`config.mk`:
```
export PLATFORM = sky130hd
export DESIGN_NAME = contador_sinc_mod
export DESIGN_NICKNAME = d
export VERILOG_FILES = /design/src/rtl/contador_pkg.sv /design/src/rtl/ff_jk_sinc.sv /design/src/rtl/contador_sinc_mod.sv
export SDC_FILE = /design/constraint.sdc
export NUM_CORES = 1
export LEC_CHECK = 0
export CORE_AREA = 2 2 47 49
export DETAILED_ROUTE_END_ITERATION = 10
export DIE_AREA = 0 0 49 51
export PLACE_DENSITY = 0.61
export SYNTH_ARGS = -nofsm -noshare
export SYNTH_HDL_FRONTEND = slang
export SYNTH_HIERARCHICAL = 1
export SYNTH_SLANG_ARGS = --single-unit
export TNS_END_PERCENT = 10
```
`constraint.sdc`:
```
create_clock -name clk -period 4.7 [get_ports clk]
set_input_delay 0.705 -clock clk [delete_from_list [all_inputs] [get_ports clk]]
set_output_delay 0.705 -clock clk [all_outputs]
set_load 0.05 [all_outputs]
```
`src/rtl/contador_pkg.sv`:
```
// ============================================================================
// contador_pkg : next-state priority encoding shared by the counter family
// Revision 1.0
// ============================================================================
`default_nettype none

package contador_pkg;

  // Next-state action, listed from highest to lowest priority
  typedef enum logic [1:0] {
    ACC_CLR   = 2'd0,
    ACC_LOAD  = 2'd1,
    ACC_COUNT = 2'd2,
    ACC_HOLD  = 2'd3
  } accion_t;

  function automatic accion_t elegir_accion(input logic clr_n,
                                            input logic ld,
                                            input logic en);
    if (!clr_n)  return ACC_CLR;
    else if (ld) return ACC_LOAD;
    else if (en) return ACC_COUNT;
    else         return ACC_HOLD;
  endfunction

endpackage

`default_nettype wire

```
`src/rtl/ff_jk_sinc.sv`:
```
// ============================================================================
// ff_jk_sinc : JK flip-flop, falling edge, synchronous active-low clear
// Revision 1.0
// ============================================================================
`default_nettype none

module ff_jk_sinc (
  input  logic clk,
  input  logic clr_n_i,
  input  logic j_i,
  input  logic k_i,
  output logic q_o
);

  logic q_q;

  always_ff @(negedge clk) begin
    if (!clr_n_i) begin
      q_q <= 1'b0;
    end else begin
      case ({j_i, k_i})
        2'b01:   q_q <= 1'b0;
        2'b10:   q_q <= 1'b1;
        2'b11:   q_q <= ~q_q;
        default: q_q <= q_q;
      endcase
    end
  end

  assign q_o = q_q;

endmodule

`default_nettype wire

```
`src/rtl/contador_sinc_mod.sv`:
```
// ============================================================================
// contador_sinc_mod : modulo-N up/down counter with load, built from JK stages
// Revision 1.0
// ============================================================================
`default_nettype none

module contador_sinc_mod
  import contador_pkg::*;
#(
  parameter int WIDTH  = 4,
  parameter int MODULO = 16
) (
  input  logic             clk,
  input  logic             CLR,
  input  logic             EN,
  input  logic             UP,
  input  logic             LD,
  input  logic [WIDTH-1:0] D,
  output logic [WIDTH-1:0] Q,
  output logic             TC,
  output logic             WRAP,
  output logic             LERR
);

  localparam logic [WIDTH-1:0] c_max  = WIDTH'(MODULO - 1);
  localparam logic [WIDTH-1:0] c_cero = '0;
  localparam logic [WIDTH-1:0] c_uno  = WIDTH'(1);

  logic [WIDTH-1:0] q_q;
  logic [WIDTH-1:0] q_d;
  logic [WIDTH-1:0] w_j;
  logic [WIDTH-1:0] w_k;
  logic             wrap_q;
  logic             wrap_d;
  logic             lerr_q;
  logic             lerr_d;
  logic             w_d_valido;
  logic             w_en_max;
  logic             w_en_cero;
  accion_t          w_accion;

  assign w_accion   = elegir_accion(CLR, LD, EN);
  assign w_d_valido = (32'(D) < 32'(MODULO));
  assign w_en_max   = (q_q == c_max);
  assign w_en_cero  = (q_q == c_cero);

  always_comb begin
    q_d    = q_q;
    wrap_d = 1'b0;
    lerr_d = 1'b0;
    case (w_accion)
      ACC_CLR: q_d = c_cero;
      ACC_LOAD: begin
        // An out-of-range load leaves the count untouched and only flags it
        if (w_d_valido) q_d = D;
        else            lerr_d = 1'b1;
      end
      ACC_COUNT: begin
        if (UP) begin
          if (w_en_max) begin
            q_d    = c_cero;
            wrap_d = 1'b1;
          end else begin
            q_d = q_q + c_uno;
          end
        end else begin
          if (w_en_cero) begin
            q_d    = c_max;
            wrap_d = 1'b1;
          end else begin
            q_d = q_q - c_uno;
          end
        end
      end
      ACC_HOLD: q_d = q_q;
    endcase
  end

  // J sets bits that must rise, K clears bits that must fall
  assign w_j = q_d & ~q_q;
  assign w_k = ~q_d & q_q;

  for (genvar i = 0; i < WIDTH; i++) begin : g_bits
    ff_jk_sinc u_ff (
      .clk     (clk),
      .clr_n_i (CLR),
      .j_i     (w_j[i]),
      .k_i     (w_k[i]),
      .q_o     (q_q[i])
    );
  end

  always_ff @(negedge clk) begin
    if (!CLR) begin
      wrap_q <= 1'b0;
      lerr_q <= 1'b0;
    end else begin
      wrap_q <= wrap_d;
      lerr_q <= lerr_d;
    end
  end

  assign Q    = q_q;
  assign TC   = EN & ((UP & w_en_max) | (~UP & w_en_cero));
  assign WRAP = wrap_q;
  assign LERR = lerr_q;

endmodule

`default_nettype wire

```
==> flow_metrics.tcl <==
set metrics [dict create \
    status "finished clean" \
    clock_sinks 5 \
    layout.nets 111 \
    vias 602 \
    total_power_mw 0.210 \
    post_synth_num_cell_types 34 \
    rows 17 \
    first_iter_violations 20 \
    grt_max_degree 13 \
    crit_type "register to output pin" \
    synth_seq_cells 5 \
    tns_ps 0 \
    r2r_cells 8 \
    cap_violations 0 \
    grtUsageTotal_pct 12.8 \
    critPathLaunchType "register" \
    worstPathArrival_ps 3900 \
    p_leak_nw 0.352 \
    relSlewSlack_pct 66.6 \
    clock_latency_ps 300 \
    drive_above_1_share_pct 36.4 \
    die_width_um 49 \
    crit_path_end_kind "output pin" \
    syn_area_um2 612 \
    hp-class "register to register" \
    setup_violations 0 \
    start_util_pct 29.7 \
    synth_fp_nets 88 \
    synthTopCellsByArea "dfxtp_1 (16%), nand2b_4 (13%), a21boi_2 (7.4%)" \
    setup.worst_path.end "TC" \
    skew_ps 3.33 \
    antenna_found_initial 0 \
    post-dp-hpwl_mm 1.12 \
    worstMarginPinSlew_ps 499 \
    clk_path_buf_depth 2 \
    overflow 0 \
    regToRegSetupSlack_ps 3010 \
    drt_pass1_iterations 4 \
    critical_path.max_fanout 10 \
    wirelength_mm 1.45 \
    post-place-ws_ps 12.8 \
    drt-vias-per-instance 4.74 \
    cts_buffers 3 \
    rr_endpoint "g_bits[2].u_ff/q_o" \
    remaining_drc_errors 0 \
    route.detailed.wl_per_inst_um 11.4 \
    ir_worst_vdd_uv 162 \
    avgSynthCellArea_um2 7.95 \
    die_h_um 51 \
    port_buffers 14 \
    seq_area_frac_synth_pct 16.4 \
    syn_inst 77 \
    grt_pass1_wl_mm 2.47 \
    grt_pass1_vias 600 \
    area_delta_synth_final_pct 47.6 \
    cts_root_buf "clkbuf_4" \
    ctsHoldBuffers 0 \
    worstSetupStartpoint "g_bits[0].u_ff/q_o" \
    synth_warnings 6 \
    dieArea_mm2 0.00250 \
    ant_nets 0 \
    slew_violations 0 \
    synth_top_area_share_pct 16.4 \
    powerDensity_mw_per_mm2 232 \
    hold_viol_final 0 \
    post-synth-top-area-cell "dfxtp_1" \
    clk_pin_slew_ps 30 \
    core_area_mm2 0.00206 \
    diodes 0 \
    cts_tree "built" \
    worst_slack_ps 96.8 \
    pin_count 16 \
    h-tree-depth 1 \
    rr_startpoint "g_bits[0].u_ff/q_o" \
    gp_congestion 0.772 \
    required_ps 3990 \
]
cell usage after synthesis:
cell type / count
a2111oi_2: 1
a21boi_2: 4
a21o_1: 1
a21oi_1: 3
a21oi_2: 1
a221oi_1: 1
a22o_1: 1
a22oi_1: 1
a31oi_1: 1
buf_2: 1
buf_4: 1
buf_6: 1
clkbuf_1: 1
conb_1: 1
dfxtp_1: 5
ha_1: 2
inv_1: 8
inv_2: 3
nand2_1: 6
nand2b_1: 4
nand2b_4: 6
nand3b_1: 1
nand4_1: 1
nand4b_1: 1
nor2_1: 4
nor3_1: 5
nor3_2: 1
o21a_1: 2
o21ai_0: 4
o21ai_1: 1
o311a_1: 1
o31a_1: 1
o31ai_4: 1
xor2_1: 1
critical path: stages (launching register included):
cell and delay (ps):
dfxtp_4 370, inv_2 110, ha_4 160, nand2b_4 60, nor3_4 150, inv_2 80
a21oi_4 170, buf_12 150
state kept, by name, summed over array words and instances (netlist names):
signal / count
g_bits.u_ff/q_o: 4
WRAP: 1
cell families (layout without fill, tap and decap cells):
group	after synthesis	count (layout)	share of synthesized area (%)
xor gates and xnor gates	1	1	1.43
other	1	1	0.613
DFF	5	5	16.4
and+or+nand+nor	29	29	33.1
adders and majority gates	2	2	4.09
buffers and inverters	15	37	11.2
AOI/OAI and AO/OA	24	24	33.1
stage by stage:
stage / utilization [%] / hold WS, ps / cell area [um2] / std cells
global route: 43.8 / 581 / 903 / 127
detailed placement: 40.3 / 531 / 831 / 122
global placement: 40.3 / 534 / 831 / 122
CTS: 41.7 / 541 / 860 / 126
floorplan: - / 633 / 626 / 77
finish: 43.8 / 553 / 903 / 127
routing by layer:
metal	vias to the layer above	track usage, %	wire length (um)
met1	271	14.9	624
met2	21	19.6	705
met5	-	0	0
met4	0	5.71	0
met3	0	6.73	118
li1	310	-	-
timing repair:
action / CTS / global route
setup buffers: 0 / 1
pin swaps: 0 / 1
endpoints found under the setup margin: 1 / 1
endpoints found under the hold margin: 0 / 0
resized for setup: 1 / 7
where the power goes:
part	internal, mW	switching (mW)	leakage, nW
clock	0.0358	0.0286	0.0458
sequential	0.0461	0.00539	0.0423
combinational	0.0429	0.0510	0.264
placed cells by master (no fill, tap or decap), drive strengths merged:
| master | netlist | layout |
|---|---|---|
| a21o | 1 | 1 |
| nand2b | 10 | 10 |
| nand4b | 1 | 1 |
| nand2 | 6 | 6 |
| ha | 2 | 2 |
| o31ai | 1 | 1 |
| buf | 3 | 11 |
| o21ai | 5 | 5 |
| a22oi | 1 | 1 |
| clkbuf | 1 | 3 |
| inv | 11 | 12 |
| nand4 | 1 | 1 |
| a22o | 1 | 1 |
| a221oi | 1 | 1 |
| nor3 | 6 | 6 |
| a21oi | 4 | 4 |
| a2111oi | 1 | 1 |
| a21boi | 4 | 4 |
| nand3b | 1 | 1 |
| nor2 | 4 | 4 |
| dfxtp | 5 | 5 |
| a31oi | 1 | 1 |
| o31a | 1 | 1 |
| conb | 1 | 1 |
| o21a | 2 | 2 |
| o311a | 1 | 1 |
| xor2 | 1 | 1 |
| clkdlybuf4s50 | 0 | 11 |
area by class of cell:
class                   count  area [um2]
fillers                   223        1160
multi-input cells          57         485
repair buffers             22         205
flip-flops and latches      5         108
well taps                  28        35.0
inverters                   6        25.0
clock buffers               3        22.5
clock inverters             6        22.5
worst min-delay path by stage:
stage	startpoint	endpoint	slack (ps)	cells after the start
2_1_floorplan	g_bits[1].u_ff/q_o	g_bits[1].u_ff/q_o	630	2
3_3_place_gp	g_bits[1].u_ff/q_o	g_bits[1].u_ff/q_o	530	2
3_5_place_dp	g_bits[1].u_ff/q_o	g_bits[1].u_ff/q_o	530	2
4_1_cts	g_bits[1].u_ff/q_o	g_bits[1].u_ff/q_o	540	2
5_1_grt	g_bits[1].u_ff/q_o	g_bits[1].u_ff/q_o	580	2
6_report	g_bits[1].u_ff/q_o	g_bits[1].u_ff/q_o	550	2
Power figures use the tool's default switching activity.
